## config.mk

```make
export PLATFORM = sky130hd
export DESIGN_NAME = video_pattern_sched
export DESIGN_NICKNAME = d
export VERILOG_FILES = /design/src/rtl/video_pkg.sv /design/src/rtl/frame_edge_det.sv /design/src/rtl/video_pattern_sched.sv
export SDC_FILE = /design/constraint.sdc
export NUM_CORES = 1
export LEC_CHECK = 0
export CORE_MARGIN = 3
export CORE_UTILIZATION = 49
export CTS_BUF_LIST = sky130_fd_sc_hd__clkbuf_4 sky130_fd_sc_hd__clkbuf_8
export DETAILED_ROUTE_END_ITERATION = 6
export PLACE_DENSITY = 0.89
export SLEW_MARGIN = 10
export SYNTH_ARGS = -nofsm -noshare
export SYNTH_HDL_FRONTEND = slang
export SYNTH_SLANG_ARGS = --single-unit
```

## constraint.sdc

```tcl
create_clock -name clk -period 2.53 [get_ports clk]
set_clock_uncertainty 0.05 [all_clocks]
set_input_delay 0.3795 -clock clk [delete_from_list [all_inputs] [get_ports clk]]
set_output_delay 0.3795 -clock clk [all_outputs]
set_load 0.005 [all_outputs]
```

## src/rtl/video_pkg.sv

```systemverilog
// Shared definitions for the video pattern scheduler: pattern encodings,
// scheduler FSM states and the pattern-step helper.
package video_pkg;

  localparam logic [1:0] PAT_CHECKER = 2'd0;
  localparam logic [1:0] PAT_BARS    = 2'd1;
  localparam logic [1:0] PAT_HRAMP   = 2'd2;
  localparam logic [1:0] PAT_VRAMP   = 2'd3;

  typedef enum logic [1:0] {
    LOCK = 2'd0,
    IDLE = 2'd1,
    PEND = 2'd2
  } sched_state_t;

  // Patterns wrap 3 -> 0.
  function automatic logic [1:0] next_pat(input logic [1:0] p);
    return p + 2'd1;
  endfunction

endpackage

```

## src/rtl/frame_edge_det.sv

```systemverilog
// Detects the vsync 1->0 edge (frame boundary) and registers it as frame_start_o.
module frame_edge_det (
  input  logic clk,
  input  logic rst,
  input  logic vsync_i,
  output logic fall_o,
  output logic frame_start_o
);

  logic vsync_q, vsync_d;
  logic frame_start_q, frame_start_d;

  // vsync_q resets low so a low vsync right after reset is not a boundary.
  assign fall_o = vsync_q & ~vsync_i;

  always_comb begin
    vsync_d       = vsync_i;
    frame_start_d = fall_o;
  end

  always_ff @(posedge clk) begin
    if (rst) begin
      vsync_q       <= 1'b0;
      frame_start_q <= 1'b0;
    end else begin
      vsync_q       <= vsync_d;
      frame_start_q <= frame_start_d;
    end
  end

  assign frame_start_o = frame_start_q;

endmodule

```

## src/rtl/video_pattern_sched.sv

```systemverilog
// Frame-synchronous scheduler for the generator pattern select: arbitrates host,
// button and auto-cycle changes and applies the winner only at a vsync fall.
module video_pattern_sched
  import video_pkg::*;
#(
  parameter int         DWELL_W         = 8,
  parameter logic [1:0] DEFAULT_PATTERN = PAT_BARS
) (
  input  logic               clk,
  input  logic               rst,
  input  logic               vsync_i,
  input  logic               auto_en_i,
  input  logic [DWELL_W-1:0] dwell_i,
  input  logic               host_req_i,
  input  logic [1:0]         host_pattern_i,
  output logic               host_ack_o,
  input  logic               btn_step_i,
  output logic [1:0]         video_pattern_o,
  output logic               frame_start_o,
  output logic               pattern_chg_o,
  output logic               pending_o
);

  logic fall;

  frame_edge_det u_edge (
    .clk           (clk),
    .rst           (rst),
    .vsync_i       (vsync_i),
    .fall_o        (fall),
    .frame_start_o (frame_start_o)
  );

  sched_state_t       state_q, state_d;
  logic               host_pend_q, host_pend_d;
  logic [1:0]         host_pat_q, host_pat_d;
  logic               btn_pend_q, btn_pend_d;
  logic [DWELL_W-1:0] dwell_cnt_q, dwell_cnt_d;
  logic [1:0]         pattern_q, pattern_d;
  logic               ack_q, ack_d;
  logic               chg_q, chg_d;
  logic               pending_q, pending_d;

  logic               host_acc;
  logic               pend_any;
  logic [DWELL_W:0]   cnt_inc;
  logic [DWELL_W:0]   dwell_eff;

  always_comb begin
    host_acc  = host_req_i & ~host_pend_q;
    cnt_inc   = {1'b0, dwell_cnt_q} + (DWELL_W+1)'(1);
    dwell_eff = (dwell_i == '0) ? (DWELL_W+1)'(1) : {1'b0, dwell_i};

    host_pend_d = host_pend_q | host_acc;
    host_pat_d  = host_acc ? host_pattern_i : host_pat_q;
    btn_pend_d  = btn_pend_q | btn_step_i;
    pattern_d   = pattern_q;
    dwell_cnt_d = auto_en_i ? dwell_cnt_q : '0;
    state_d     = state_q;

    // Only requests already pending before this cycle are eligible; anything
    // accepted in the fall cycle itself waits for the next boundary.
    if (fall) begin
      if (host_pend_q) begin
        pattern_d   = host_pat_q;
        host_pend_d = 1'b0;
        dwell_cnt_d = '0;
      end else if (btn_pend_q) begin
        pattern_d   = next_pat(pattern_q);
        btn_pend_d  = btn_step_i;
        dwell_cnt_d = '0;
      end else if (state_q != LOCK && auto_en_i) begin
        if (cnt_inc >= dwell_eff) begin
          pattern_d   = next_pat(pattern_q);
          dwell_cnt_d = '0;
        end else begin
          dwell_cnt_d = cnt_inc[DWELL_W-1:0];
        end
      end
    end

    pend_any = host_pend_d | btn_pend_d;

    case (state_q)
      LOCK:       if (fall) state_d = pend_any ? PEND : IDLE;
      IDLE, PEND: state_d = pend_any ? PEND : IDLE;
      default:    state_d = LOCK;
    endcase

    ack_d     = host_acc;
    chg_d     = fall & (pattern_d != pattern_q);
    pending_d = pend_any;
  end

  always_ff @(posedge clk) begin
    if (rst) begin
      state_q     <= LOCK;
      host_pend_q <= 1'b0;
      host_pat_q  <= 2'd0;
      btn_pend_q  <= 1'b0;
      dwell_cnt_q <= '0;
      pattern_q   <= DEFAULT_PATTERN;
      ack_q       <= 1'b0;
      chg_q       <= 1'b0;
      pending_q   <= 1'b0;
    end else begin
      state_q     <= state_d;
      host_pend_q <= host_pend_d;
      host_pat_q  <= host_pat_d;
      btn_pend_q  <= btn_pend_d;
      dwell_cnt_q <= dwell_cnt_d;
      pattern_q   <= pattern_d;
      ack_q       <= ack_d;
      chg_q       <= chg_d;
      pending_q   <= pending_d;
    end
  end

  assign host_ack_o      = ack_q;
  assign video_pattern_o = pattern_q;
  assign pattern_chg_o   = chg_q;
  assign pending_o       = pending_q;

endmodule

```

# After elaboration in Yosys (flattened, before gate mapping)
# Cells that the tools add are included.
[word_totals] register_bits=21 input_bits=16 output_inout_bits=6 elab_cells=51
[classes] add_sub_neg=2 order_cmp=1 n_eq_ne=4 mux=20 n_bitwise=8 n_reduce_logical=5
[op_table] cell="$mux 8" count=7
[op_table] cell="$mux 2" count=7
[op_table] cell="$add 8x1->9 const B" count=1
[op_table] cell="$ge 9x8->1" count=1
[op_table] cell="$logic_not 8->1" count=1
[op_table] cell="$mux 1" count=5
[op_table] cell="$pmux 2 s2" count=1
[op_table] cell="$and 1x1->1" count=3
[op_table] cell="$or 1x1->1" count=3
[op_table] cell="$add 2x1->2 const B" count=1
[op_table] cell="$eq 2x1->1 const B" count=1
[op_table] cell="$eq 2x2->1 const B" count=1
[op_table] cell="$logic_not 2->1" count=1
[op_table] cell="$ne 2x2->1" count=1
[op_table] cell="$ne 2x2->1 const B" count=1
[op_table] cell="$not 1->1" count=2
[op_table] cell="$reduce_bool 2->1" count=1
[op_table] cell="$reduce_or 2->1" count=1
[op_table] cell="$logic_and 1x1->1" count=1

# Longest topological paths before layout
# Gate-level depths: netlist (run 1).
[logic_depth] ltp_word=10 depth_mapped=13 ltp_nobuf=13

# Modules after synthesis
# From an unflattened synthesis (run 1), not the netlist that was laid out.
[unflattened] cells_unflattened=160 hier_area_um2=1343.8
[by_module_without_submodules] module="video_pattern_sched" instances=1 cells_each=155 area_each_um2=1276.2 seq_area_each_um2=380.4
[by_module_without_submodules] module="frame_edge_det" instances=1 cells_each=5 area_each_um2=67.6 seq_area_each_um2=40.0

# Least setup slack after synthesis (run 1)
# OpenSTA, ideal clock, no wires.
[synth_timing] path_type="reg2reg" from="register dwell_cnt_q[0]" to="register dwell_cnt_q[5]" setup_time_ns=0.069 arrival_time_ns=2.320 required_time_ns=2.411 slack_ns=0.091 stages_incl_launch_ff=14 synth_period_minus_slack_ns=2.439 cell_sequence="dfxtp_1 > ha_1 > nand3_1 > inv_1 > nand3_1 > and2_1 > or2_1 > ha_1 > a21oi_1 > o21ai_1 > a21oi_1 > and4bb_4 > o21ai_1 > a21oi_2"
[synth_via] elab_chain_len=7
[synth_lines] item="start: declaration" line_no="video_pattern_sched.sv:38" rtl="logic [DWELL_W-1:0] dwell_cnt_q, dwell_cnt_d;"
[synth_lines] item="start signal: assignment" line_no="video_pattern_sched.sv:111" rtl="dwell_cnt_q <= dwell_cnt_d;"
[synth_lines] item="$add 8x1->9 (*)" line_no="video_pattern_sched.sv:51" rtl="cnt_inc = {1'b0, dwell_cnt_q} + (DWELL_W+1)'(1);"
[synth_lines] item="$ge 9x8->1" line_no="video_pattern_sched.sv:73" rtl="if (cnt_inc >= dwell_eff) begin"
[synth_lines] item="$mux 8 (*)" line_no="video_pattern_sched.sv:73"
[synth_lines] item="$mux 8 (*)" line_no="video_pattern_sched.sv:72" rtl="end else if (state_q != LOCK && auto_en_i) begin"
[synth_lines] item="$mux 8 (*)" line_no="video_pattern_sched.sv:68" rtl="end else if (btn_pend_q) begin"
[synth_lines] item="$mux 8 (*)" line_no="video_pattern_sched.sv:64" rtl="if (host_pend_q) begin"
[synth_lines] item="$mux 8 (*)" line_no="video_pattern_sched.sv:63" rtl="if (fall) begin"
# Every way passes the cells marked *; elsewhere a longest branch is shown, timed or not.
# A chain may end at the register's enable or synchronous reset.

# Worst setup path after layout (run 1)
[layout_timing] from="register dwell_cnt_q[0]" to="register dwell_cnt_q[7]"
# The elaborated chain is that of the path after synthesis.

==> results of run 1 <==
[metal layers]
metal / share of wire, % / up-vias
li1: - / 599
met3: 4.6 / 7
met5: 0 / -
met4: 1.5 / 0
met2: 50 / 46
met1: 44 / 570
[through the flow]
| stage | TNS (ns) | cell area (sq um) | util [%] |
|---|---|---|---|
| after floorplan | 0 | 1270 | - |
| final | 0 | 1670 | 71.3 |
| after global routing | -0.233 | 1670 | 71.3 |
| after CTS | 0 | 1580 | 67.6 |
| after detailed placement | -0.213 | 1540 | 65.9 |
| after global placement | -0.0167 | 1540 | 65.9 |
[cells in the final DEF, fill, tap and decap left out, drive strengths merged]
master	n
o22ai	2
and2	3
a41o	1
and3	1
nand2	13
dfxtp	21
clkdlybuf4s50	21
nor2b	7
mux2i	3
or2	6
a22oi	2
ha	9
buf	7
nand2b	2
o21bai	1
and4bb	1
o31ai	2
nor4	2
and2b	1
o21ai	10
nand3	5
nor3	4
o2111ai	1
inv	10
a21oi	14
xnor2	2
nor2	19
nand4	2
clkbuf	4
o21a	2
o311a	1
a211oi	2
[timing repair]
| action | CTS | global route |
|---|---|---|
| endpoints found under the setup margin | 8 | 11 |
| gates cloned | 0 | 0 |
| pin swaps | 4 | 10 |
| resized for setup | 4 | 17 |
[final cells by class]
type / instances / share of cell area [%]
Inverter: 10 / 2.25
Tap cell: 28 / 2.10
Multi-Input combinational cell: 118 / 52.7
Clock buffer: 4 / 1.80
Sequential cell: 21 / 25.4
Timing Repair Buffer: 28 / 15.8
[worst max-delay path by stage]
stage                               endpoint  slack (ns)  cells after the start
4_1_cts            dwell_cnt_q[7]$_SDFF_PP0_       0.009                     12
2_1_floorplan      dwell_cnt_q[5]$_SDFF_PP0_        0.09                     13
3_5_place_dp   video_pattern_o[0]$_SDFF_PP1_       -0.08                     10
6_report           dwell_cnt_q[7]$_SDFF_PP0_        0.01                     13
3_3_place_gp   video_pattern_o[0]$_SDFF_PP1_       -0.01                     10
5_1_grt            dwell_cnt_q[7]$_SDFF_PP0_       -0.06                     13
[kinds of logic (layout without fill, tap and decap cells)]
| logic type | after synthesis | count (layout) | synth area share [%] |
|---|---|---|---|
| adder cells (fa/ha/maj) | 9 | 9 | 8.88 |
| AND/OR/NAND/NOR | 66 | 66 | 28.1 |
| buffers and inverters | 14 | 42 | 4.84 |
| flip-flops | 21 | 21 | 33.2 |
| multiplexers | 3 | 3 | 2.37 |
| XOR/XNOR | 2 | 2 | 1.38 |
| AO/OA/AOI/OAI | 38 | 38 | 21.2 |
[sequential cells by signal, summed over array words and instances (netlist names)]
| name | flops |
|---|---|
| u_edge.vsync_q | 1 |
| state_q | 2 |
| host_pend_q | 1 |
| video_pattern_o | 2 |
| pending_o | 1 |
| btn_pend_q | 1 |
| host_pat_q | 2 |
| u_edge.frame_start_o | 1 |
| host_ack_o | 1 |
| pattern_chg_o | 1 |
| dwell_cnt_q | 8 |
[report_power, final]
part / internal [mW] / switching (mW)
Combinational: 0.0559 / 0.0462
Clock: 0.0724 / 0.104
Sequential: 0.342 / 0.0161
[critical path, cell delays in order, from the launching register on]
cell	delay [ns]
dfxtp_2	0.37
ha_4	0.14
nand3_2	0.06
inv_1	0.07
nand3_1	0.09
and2_4	0.18
or2_1	0.24
ha_4	0.28
nand2_1	0.09
o21ai_2	0.18
a21oi_2	0.08
and4bb_4	0.27
a22oi_2	0.22
nor2_1	0.08
==> flow_summary.toml, run 1 <==
[cells_and_area]
drive_gt1_share_pct = 26.0
areaGrowthSynthToFinish_pct = 31.6
finalNonFillerCells = 209
layout.nets = 207
multi_input_area_sq_um = 880
antenna_cells = 0
seqCellArea_sq_um = 423
nFillCells = 175

[logic_synthesis]
yosysWarnings = 0
synth_edf_count = 0
synth_ff_type = "dfxtp_1"
synthMostInstantiatedCell = "dfxtp_1"
syn_nets = 178
ys_ff_latch = 21
seq_area_frac_synth_pct = 33.2
synth_cell_types = 38
syn_area_per_cell_sq_um = 8.28
syn_inst = 153
async_flop_share_pct = 0
synth_top_area_share_pct = 33.2
yosysTopAreaCell = "dfxtp_1"
synthTopCellsByArea = "dfxtp_1 33%, ha_1 8.9%, nor2_1 5.3%"
synthTopCellsByCount = "21 x dfxtp_1, 18 x nor2_1, 13 x nand2_1"
syn_area_sq_um = 1270

[clocking]
clk_pin_slew_worst_paths_ns = 0.12
cts_tree = "yes"
clockBufferDepth = 2
clock_latency_ns = 0.31
htree_levels = 1
cts_sinks = 21
cts_buffers = 3
cts_root_buffer = "clkbuf_4"
hold_buffers = 0
post_cts_buffers = 0

[global_route]
grt_max_degree = 15
grt_usage_pct = 19.5
antenna_found_initial = 0
grt-ovfl-total = 0
grtUsageMet2_pct = 30.2
grt.busiest_layer = "met2"
grt_pass1_wl_um = 4970
grt_pass1_vias = 1146
globalRouteMet1Util_pct = 25.5
met3_usage_pct = 4.60

[placed_design]
dp_hpwl_um = 2140
gp_congestion = 0.779
dpl_worst_slack_ns = -0.0798
dpl.cell_count = 205
io_buffers = 21

[detailed_routing]
drt-pass1-iter-count = 4
drt-total-wl_um = 3240
drc = 0
drt_iter0_markers = 46
ant_nets = 0
via_per_inst = 5.85
vias = 1222
wire_per_inst_um = 15.5

[min_path]
whs_endpoint = "dwell_cnt_q[3]$_SDFF_PP0_"
min_from = "dwell_cnt_q[3]$_SDFF_PP0_"
hold_depth = 2
hold_class = "flip-flop to flip-flop"

[status]
outcome = "complete, no violations"

[die]
initial_core_util_pct = 54.2
dieArea_sq_um = 3230
dieHeight_um = 56.9
ios = 22
core_sq_um = 2340
fp.dieW_um = 56.9
rows = 17

[critical_path]
setup.reg_to_reg.worst_slack_ns = 0.01
crit_fanout = 8
worstSetupPathType = "flip-flop to flip-flop"
end_kind = "flip-flop"
cp-startpoint = "dwell_cnt_q[0]$_SDFF_PP0_"
r2r-end = "dwell_cnt_q[7]$_SDFF_PP0_"
crit_arrival_ns = 2.68
r2r-start = "dwell_cnt_q[0]$_SDFF_PP0_"
startpoint_type = "flip-flop"
ff2ff_path_depth = 13
worst_ep_required_time_ns = 2.69

[power]
p_per_area_nw_per_um2 = 382
p_total_mw = 0.637
p_leak_nw = 0.683
worst_ir_drop_vdd_mv = 0.336

[timing]
max_freq_ghz = 0.398
period_minus_slack_ns = 2.52
setup_ws_ns = 0.0147
hold_viol = 0
slew_viol_final = 0
fin_worst_hold_slack_ns = 0.498
slew_headroom_pct = 60.2
finalCritPeriodShare_pct = 99.4
setup_viol = 0
worst_pin_slew_ns = 0.596

[job]
max-cap-violations = 0
(Power assumes the default switching activity.)
==> run 2: changes to the inputs <==
CAP_MARGIN = 25   (was not set)
SLEW_MARGIN = not set   (was 10)
==> results of run 2 <==
No change in the layout: final DEF, timing and power equal those of run 1.
